==> config.mk <==
export PLATFORM = sky130hd
export DESIGN_NAME = ram_arbiter_flat
export DESIGN_NICKNAME = d
export VERILOG_FILES = /design/src/rtl/ram_arbiter_if.sv /design/src/rtl/ram_arbiter.sv /design/src/flat_wrapper.sv
export SDC_FILE = /design/constraint.sdc
export NUM_CORES = 1
export LEC_CHECK = 0
export ABC_AREA = 1
export CAP_MARGIN = 30
export CORE_UTILIZATION = 41
export CTS_CLUSTER_DIAMETER = 60
export DETAILED_ROUTE_END_ITERATION = 6
export HOLD_SLACK_MARGIN = 0.12
export PLACE_DENSITY = 0.85
export SYNTH_ARGS = -nofsm -noshare
export SYNTH_HDL_FRONTEND = slang
export SYNTH_SLANG_ARGS = --single-unit
==> constraint.sdc <==
create_clock -name clock -period 1.94 [get_ports clock]
set_clock_uncertainty 0.1 [all_clocks]
set_input_delay 0.485 -clock clock [delete_from_list [all_inputs] [get_ports clock]]
set_output_delay 0.485 -clock clock [all_outputs]
set_load 0.03 [all_outputs]
==> src/rtl/ram_arbiter_if.sv <==
// Bus bundle for the shared-RAM arbiter: instruction-fetch port, data port
// and the single-ported RAM behind them. The arbiter is the slave side;
// requesters and the RAM model sit on the master side.
interface ram_arbiter_if;
  // instruction-fetch port
  logic        i_req;
  logic [31:0] i_addr;
  logic        i_ready;
  logic        i_rvalid;
  logic [31:0] i_rdata;
  logic        i_err;

  // data port
  logic        d_req;
  logic        d_we;
  logic [31:0] d_addr;
  logic [31:0] d_wdata;
  logic        d_ready;
  logic        d_rvalid;
  logic        d_wack;
  logic [31:0] d_rdata;
  logic        d_err;

  // shared RAM
  logic        ram_write_enable;
  logic [31:0] ram_address;
  logic [31:0] ram_in;
  logic [31:0] ram_out;

  modport slave (
    input  i_req, i_addr,
    input  d_req, d_we, d_addr, d_wdata,
    input  ram_out,
    output i_ready, i_rvalid, i_rdata, i_err,
    output d_ready, d_rvalid, d_wack, d_rdata, d_err,
    output ram_write_enable, ram_address, ram_in
  );

  modport master (
    output i_req, i_addr,
    output d_req, d_we, d_addr, d_wdata,
    output ram_out,
    input  i_ready, i_rvalid, i_rdata, i_err,
    input  d_ready, d_rvalid, d_wack, d_rdata, d_err,
    input  ram_write_enable, ram_address, ram_in
  );
endinterface

==> src/rtl/ram_arbiter.sv <==
// Two-port arbiter in front of one synchronous RAM. Each access takes three
// cycles (IDLE accept, ISSUE drives the RAM, WAIT collects ram_out) and the
// response pulse lands in the following IDLE cycle. Data wins ties unless the
// fetch port has already been passed over STARVE_LIMIT times in a row.
module ram_arbiter #(
  parameter int STARVE_LIMIT = 4
) (
  input  logic         clock,
  input  logic         reset_n,
  ram_arbiter_if.slave bus
);

  localparam int CW = $clog2(STARVE_LIMIT + 1);

  typedef enum logic [1:0] {
    IDLE  = 2'd0,
    ISSUE = 2'd1,
    WAIT  = 2'd2
  } state_t;

  state_t        state_q;
  state_t        state_d;
  logic          grant_i;
  logic          grant_d;
  logic          starved;
  logic [CW-1:0] starve_q;

  // access captured at acceptance
  logic          win_data_q;
  logic          we_q;
  logic          mis_q;

  // registered RAM drive
  logic          ram_we_q;
  logic [31:0]   ram_address_q;
  logic [31:0]   ram_in_q;

  // registered responses
  logic          i_rvalid_q;
  logic          i_err_q;
  logic [31:0]   i_rdata_q;
  logic          d_rvalid_q;
  logic          d_wack_q;
  logic          d_err_q;
  logic [31:0]   d_rdata_q;

  assign starved = (starve_q == CW'(STARVE_LIMIT));

  // Next-state and arbitration: ready goes only to the winner, only in IDLE
  // and never while reset is held.
  always_comb begin
    state_d = state_q;
    grant_i = 1'b0;
    grant_d = 1'b0;
    case (state_q)
      IDLE: begin
        if (reset_n) begin
          if (bus.d_req && !(bus.i_req && starved)) begin
            grant_d = 1'b1;
          end else if (bus.i_req) begin
            grant_i = 1'b1;
          end
        end
        if (grant_i || grant_d) begin
          state_d = ISSUE;
        end
      end
      ISSUE:   state_d = WAIT;
      WAIT:    state_d = IDLE;
      default: state_d = IDLE;
    endcase
  end

  // State register.
  always_ff @(posedge clock) begin
    if (!reset_n) begin
      state_q <= IDLE;
    end else begin
      state_q <= state_d;
    end
  end

  // Fetch starvation counter: counts data grants that overtook a waiting fetch.
  always_ff @(posedge clock) begin
    if (!reset_n) begin
      starve_q <= '0;
    end else if (state_q == IDLE) begin
      if (grant_i || !bus.i_req) begin
        starve_q <= '0;
      end else if (grant_d && !starved) begin
        starve_q <= starve_q + CW'(1);
      end
    end
  end

  // Latch the winning request, drive the RAM during ISSUE, and turn ram_out
  // into a one-cycle response when leaving WAIT. Misaligned accesses run the
  // same timeline but never write and answer with zero data.
  always_ff @(posedge clock) begin
    if (!reset_n) begin
      win_data_q    <= 1'b0;
      we_q          <= 1'b0;
      mis_q         <= 1'b0;
      ram_we_q      <= 1'b0;
      ram_address_q <= '0;
      ram_in_q      <= '0;
      i_rvalid_q    <= 1'b0;
      i_err_q       <= 1'b0;
      i_rdata_q     <= '0;
      d_rvalid_q    <= 1'b0;
      d_wack_q      <= 1'b0;
      d_err_q       <= 1'b0;
      d_rdata_q     <= '0;
    end else begin
      i_rvalid_q <= 1'b0;
      i_err_q    <= 1'b0;
      d_rvalid_q <= 1'b0;
      d_wack_q   <= 1'b0;
      d_err_q    <= 1'b0;
      case (state_q)
        IDLE: begin
          if (grant_i) begin
            win_data_q    <= 1'b0;
            we_q          <= 1'b0;
            mis_q         <= (bus.i_addr[1:0] != 2'b00);
            ram_we_q      <= 1'b0;
            ram_address_q <= bus.i_addr;
            ram_in_q      <= '0;
          end else if (grant_d) begin
            win_data_q    <= 1'b1;
            we_q          <= bus.d_we;
            mis_q         <= (bus.d_addr[1:0] != 2'b00);
            ram_we_q      <= bus.d_we && (bus.d_addr[1:0] == 2'b00);
            ram_address_q <= bus.d_addr;
            ram_in_q      <= bus.d_wdata;
          end
        end
        ISSUE: begin
          ram_we_q <= 1'b0;
        end
        WAIT: begin
          if (win_data_q) begin
            d_err_q <= mis_q;
            if (we_q) begin
              d_wack_q <= 1'b1;
            end else begin
              d_rvalid_q <= 1'b1;
            end
            if (mis_q) begin
              d_rdata_q <= '0;
            end else if (!we_q) begin
              d_rdata_q <= bus.ram_out;
            end
          end else begin
            i_rvalid_q <= 1'b1;
            i_err_q    <= mis_q;
            i_rdata_q  <= mis_q ? '0 : bus.ram_out;
          end
        end
        default: begin
          ram_we_q <= 1'b0;
        end
      endcase
    end
  end

  assign bus.i_ready  = grant_i;
  assign bus.d_ready  = grant_d;
  assign bus.i_rvalid = i_rvalid_q;
  assign bus.i_err    = i_err_q;
  assign bus.i_rdata  = i_rdata_q;
  assign bus.d_rvalid = d_rvalid_q;
  assign bus.d_wack   = d_wack_q;
  assign bus.d_err    = d_err_q;
  assign bus.d_rdata  = d_rdata_q;

  // The write strobe is qualified with reset_n so a reset landing during
  // ISSUE kills the write at the very edge the RAM would have sampled it.
  assign bus.ram_write_enable = ram_we_q && reset_n;
  assign bus.ram_address      = ram_address_q;
  assign bus.ram_in           = ram_in_q;

endmodule
==> src/flat_wrapper.sv <==
// flat-port wrapper written by rule: the top's interface ports become plain ports
module ram_arbiter_flat 
#(
  parameter int STARVE_LIMIT = 4
)
  (clock, reset_n, bus_i_req, bus_i_addr, bus_d_req, bus_d_we, bus_d_addr, bus_d_wdata, bus_ram_out, bus_i_ready, bus_i_rvalid, bus_i_rdata, bus_i_err, bus_d_ready, bus_d_rvalid, bus_d_wack, bus_d_rdata, bus_d_err, bus_ram_write_enable, bus_ram_address, bus_ram_in);
  ram_arbiter_if bus_i ();
  input  logic clock;
  input  logic reset_n;
  input wire logic [$bits(bus_i.i_req)-1:0] bus_i_req;
  input wire logic [$bits(bus_i.i_addr)-1:0] bus_i_addr;
  input wire logic [$bits(bus_i.d_req)-1:0] bus_d_req;
  input wire logic [$bits(bus_i.d_we)-1:0] bus_d_we;
  input wire logic [$bits(bus_i.d_addr)-1:0] bus_d_addr;
  input wire logic [$bits(bus_i.d_wdata)-1:0] bus_d_wdata;
  input wire logic [$bits(bus_i.ram_out)-1:0] bus_ram_out;
  output wire logic [$bits(bus_i.i_ready)-1:0] bus_i_ready;
  output wire logic [$bits(bus_i.i_rvalid)-1:0] bus_i_rvalid;
  output wire logic [$bits(bus_i.i_rdata)-1:0] bus_i_rdata;
  output wire logic [$bits(bus_i.i_err)-1:0] bus_i_err;
  output wire logic [$bits(bus_i.d_ready)-1:0] bus_d_ready;
  output wire logic [$bits(bus_i.d_rvalid)-1:0] bus_d_rvalid;
  output wire logic [$bits(bus_i.d_wack)-1:0] bus_d_wack;
  output wire logic [$bits(bus_i.d_rdata)-1:0] bus_d_rdata;
  output wire logic [$bits(bus_i.d_err)-1:0] bus_d_err;
  output wire logic [$bits(bus_i.ram_write_enable)-1:0] bus_ram_write_enable;
  output wire logic [$bits(bus_i.ram_address)-1:0] bus_ram_address;
  output wire logic [$bits(bus_i.ram_in)-1:0] bus_ram_in;
  assign bus_i.i_req = bus_i_req;
  assign bus_i.i_addr = bus_i_addr;
  assign bus_i.d_req = bus_d_req;
  assign bus_i.d_we = bus_d_we;
  assign bus_i.d_addr = bus_d_addr;
  assign bus_i.d_wdata = bus_d_wdata;
  assign bus_i.ram_out = bus_ram_out;
  assign bus_i_ready = bus_i.i_ready;
  assign bus_i_rvalid = bus_i.i_rvalid;
  assign bus_i_rdata = bus_i.i_rdata;
  assign bus_i_err = bus_i.i_err;
  assign bus_d_ready = bus_i.d_ready;
  assign bus_d_rvalid = bus_i.d_rvalid;
  assign bus_d_wack = bus_i.d_wack;
  assign bus_d_rdata = bus_i.d_rdata;
  assign bus_d_err = bus_i.d_err;
  assign bus_ram_write_enable = bus_i.ram_write_enable;
  assign bus_ram_address = bus_i.ram_address;
  assign bus_ram_in = bus_i.ram_in;
  ram_arbiter #(.STARVE_LIMIT(STARVE_LIMIT)) u_core (.clock(clock), .reset_n(reset_n), .bus(bus_i));
endmodule
==> metrics.md <==
| Metric | Value |
|---|---|
| Remaining Overflow, GRT | `0` |
| Instance count of the mapped netlist | `about 680` |
| Port Buffers | `268` |
| Largest family of logic cells by synthesized area | `compound AO/OA/AOI/OAI gates` |
| Die Span X | `between 100 and 150 microns` |
| Worst Slack Setup Final | `-179 ps` |
| Avg Vias per Cell | `roughly 5.0` |
| Crit path arrival time | `about 1500 ps` |
| Crit-path max FO | `5` |
| DP HPWL | `between 10 and 15 mm` |
| Post-Synth Simple-Gate Area | `0.184` |
| Leakage power | `just over 0.004 uW` |
| Measured slew at the worst slew-check pin | `around 680 ps` |
| Compound-Gate Fraction of Synth Area | `0.243` |
| Diode count | `0` |
| Pins Over Slew Limit | `0` |
| RSZ-0062 raised after global routing | `true` |
| Final Power | `about 8000 uW` |
| TritonRoute pass-1 iters | `7` |
| Clk sinks | `142` |
| Pre-CTS setup slack | `-364 ps` |
| Gate power share | `0.176` |
| Synth Area in Adders | `0.00443` |
| Fin crit share | `1.09` |
| CTS H-tree depth | `4` |
| Switching Share | `0.261` |
| Initial antenna violation count | `0` |
| Leading area contributor after synthesis | `dfxtp_1` |
| Antenna Nets Post-Route | `0` |
| Largest net degree at the start of global routing | `65` |
| Switching power | `~2100 uW` |
| Net Count, Synth | `about 800` |
| Final GP Congestion | `approximately 0.9` |
| Clk pwr share | `0.431` |
| Clock Tree Root | `clkbuf_16` |
| FILL cells | `between 1000 and 1500` |
| Top cells by area, synth | `dfxtp_1 50%, o21ai_0 8.8%, a21oi_1 8.0%` |
| # nets final | `between 1000 and 1500` |
| TritonCTS clock tree | `yes` |
| I/O pins | `269` |
| Setup TNS Final | `-357 ps` |
| Vert. Die Dim | `roughly 120 microns` |
| Share of layout cells above drive strength 1 | `0.132` |
| WHS | `358 ps` |
| Internal Pwr Total | `5940 uW` |
| Slew headroom | `0.546` |
| CTS clk-pin slew, worst paths | `60 ps` |
| Commonest non-fill, non-tap cell in the layout | `dfxtp_1` |
| Maximum vdd drop | `0.000529 V` |
| Max-cap viol count | `0` |
| Final Hold Fails | `0` |
| Fin crit period | `2120 ps` |
| Critical Path RT | `1350 ps` |
| GRT Overall Usage | `0.244` |
| Core Box Area | `13300 sq um` |
| Clock buffer depth | `2` |
| Synthesized area | `5650 sq um` |
| Initial core utilization | `0.423` |
| WL final | `between 15 and 20 mm` |
| Cell row count | `between 40 and 50` |
| Post-synthesis sequential area ratio | `0.503` |
| Synth cell types | `32` |
| Violated checks | `DRC, setup timing` |
| Via Count | `approximately 5700` |
| Synth-to-layout area growth | `61.7%` |
| DRC viols | `1` |
| Syn Area/Cell | `roughly 8.3 sq um` |
| Routed len/inst | `about 15 microns` |
| Fmax | `about 470 MHz` |
| Status | `complete, but fails checks` |
| Sequential share of power | `0.393` |
| PwrDens | `~900 nW/um^2` |
| Die area | `between 10000 and 15000 sq um` |
| Clock Latency Late Sink | `~400 ps` |
| First-pass GRT wire length | `27.2 mm` |
| DRT iter0 DRCs | `between 400 and 500` |
| TritonCTS Buffers | `17` |
| Synth Area in XOR/XNOR | `0.00155` |
| Multiplexer share of the synthesized area | `0` |
| Cts hold-fix bufs | `0` |
| Area share of the largest cell type after synthesis | `0.503` |
| CP Class | `flip-flop to primary output` |
| Hold Path Class | `flip-flop to flip-flop` |
| Yosys warns | `0` |
| Most frequent cells in the layout | `140 x dfxtp_1, 134 x dlygate4sd2_1, 130 x clkdlybuf4s50_1` |
| Crit path launch type | `flip-flop` |
| #FFs+latches synth | `142` |
| Setup crit end kind | `primary output` |
| Final setup viols | `2` |
| Vias in the first global route | `approximately 5500` |
[metal layers]
| metal | track usage | share of wire |
|---|---|---|
| met5 | 0 | 0 |
| met4 | 0.109 | 0.031 |
| met3 | 0.0699 | 0.071 |
| met2 | 0.419 | 0.49 |
| met1 | 0.279 | 0.41 |
[state kept, by name, summed over array words and instances, names as in the netlist, 2 cells and up]
register                cells
u_core.bus.d_rdata         32
u_core.bus.i_rdata         32
u_core.bus.ram_address     32
u_core.bus.ram_in          32
u_core.starve_q             3
u_core.state_q              2
[power by group through the flow]
stage / registers (uW) / clock network, uW / logic, uW
after floorplan: 3480 / 0 / 484
after detailed placement: 3220 / 0 / 1450
after CTS: 3160 / 3510 / 1400
after global placement: 3220 / 0 / 1440
after global routing: 3180 / 3650 / 1520
final: 3160 / 3470 / 1410
[metrics by stage]
step	area, sq um	cells	util
after floorplan	5650	678	-
after global placement	8530	1091	0.639
after detailed placement	8530	1091	0.639
after CTS	9080	1129	0.681
after global routing	9130	1134	0.684
final	9130	1134	0.684
[cell type report]
| type | count | area (sq um) | area share |
|---|---|---|---|
| tap | 176 | 220 | 0.0241 |
| clock inverter | 11 | 161 | 0.0177 |
| timing repair buffer | 299 | 2840 | 0.311 |
| timing repair inverter | 1 | 3.75 | 0.000411 |
| inverter | 28 | 113 | 0.0123 |
| clock buffer | 21 | 470 | 0.0515 |
| sequential | 142 | 2850 | 0.312 |
| multi-input combinational | 456 | 2470 | 0.271 |
[Yosys cell counts (all sizes together)]
library cell,n
a21oi,90
a22oi,32
buf,21
clkbuf,31
dfxtp,142
ha,2
inv,28
nand2,53
nand3,28
nand4,2
nor2,110
nor3,3
o211ai,1
o21ai,104
or2,30
xor2,1
[worst max-delay path, stage by stage, from the launching register on]
cell and delay (ps):
dfxtp_2 330, inv_2 70, ha_4 140, nand3_4 80, nand2_4 100, buf_12 110, nand3_4 80, inv_6 90
buf_6 130
[cells by family (layout without fill, tap and decap cells)]
family | Yosys count | after routing
XOR/XNOR | 1 | 1
AO/OA/AOI/OAI | 227 | 227
buffers and inverters | 80 | 360
AND/OR/NAND/NOR | 226 | 226
flip-flops | 142 | 142
adder cells (fa/ha/maj) | 2 | 2
[what timing repair did]
item                       in CTS  in global routing
hold endpoints to repair        0                  0
gates resized for setup       145                  3
setup endpoints to repair     140                 35
gates cloned                    1                  0
buffers inserted                5                  5
pin swaps                       4                  3
[final timing paths]
path,from,end,slack (ps),cells past startpoint
hold / removal,u_core.we_q$_SDFFE_PN0P_,u_core.bus.d_rvalid$_SDFF_PN0_,360,1
hold reg to reg,u_core.we_q$_SDFFE_PN0P_,u_core.bus.d_rvalid$_SDFF_PN0_,360,1
setup reg to reg,u_core.starve_q[0]$_SDFFE_PN0P_,u_core.bus.ram_address[14]$_SDFFE_PN0P_,80,12
setup / recovery,u_core.starve_q[0]$_SDFFE_PN0P_,bus_i_ready,-180,8
Power figures use the tool's default switching activity.
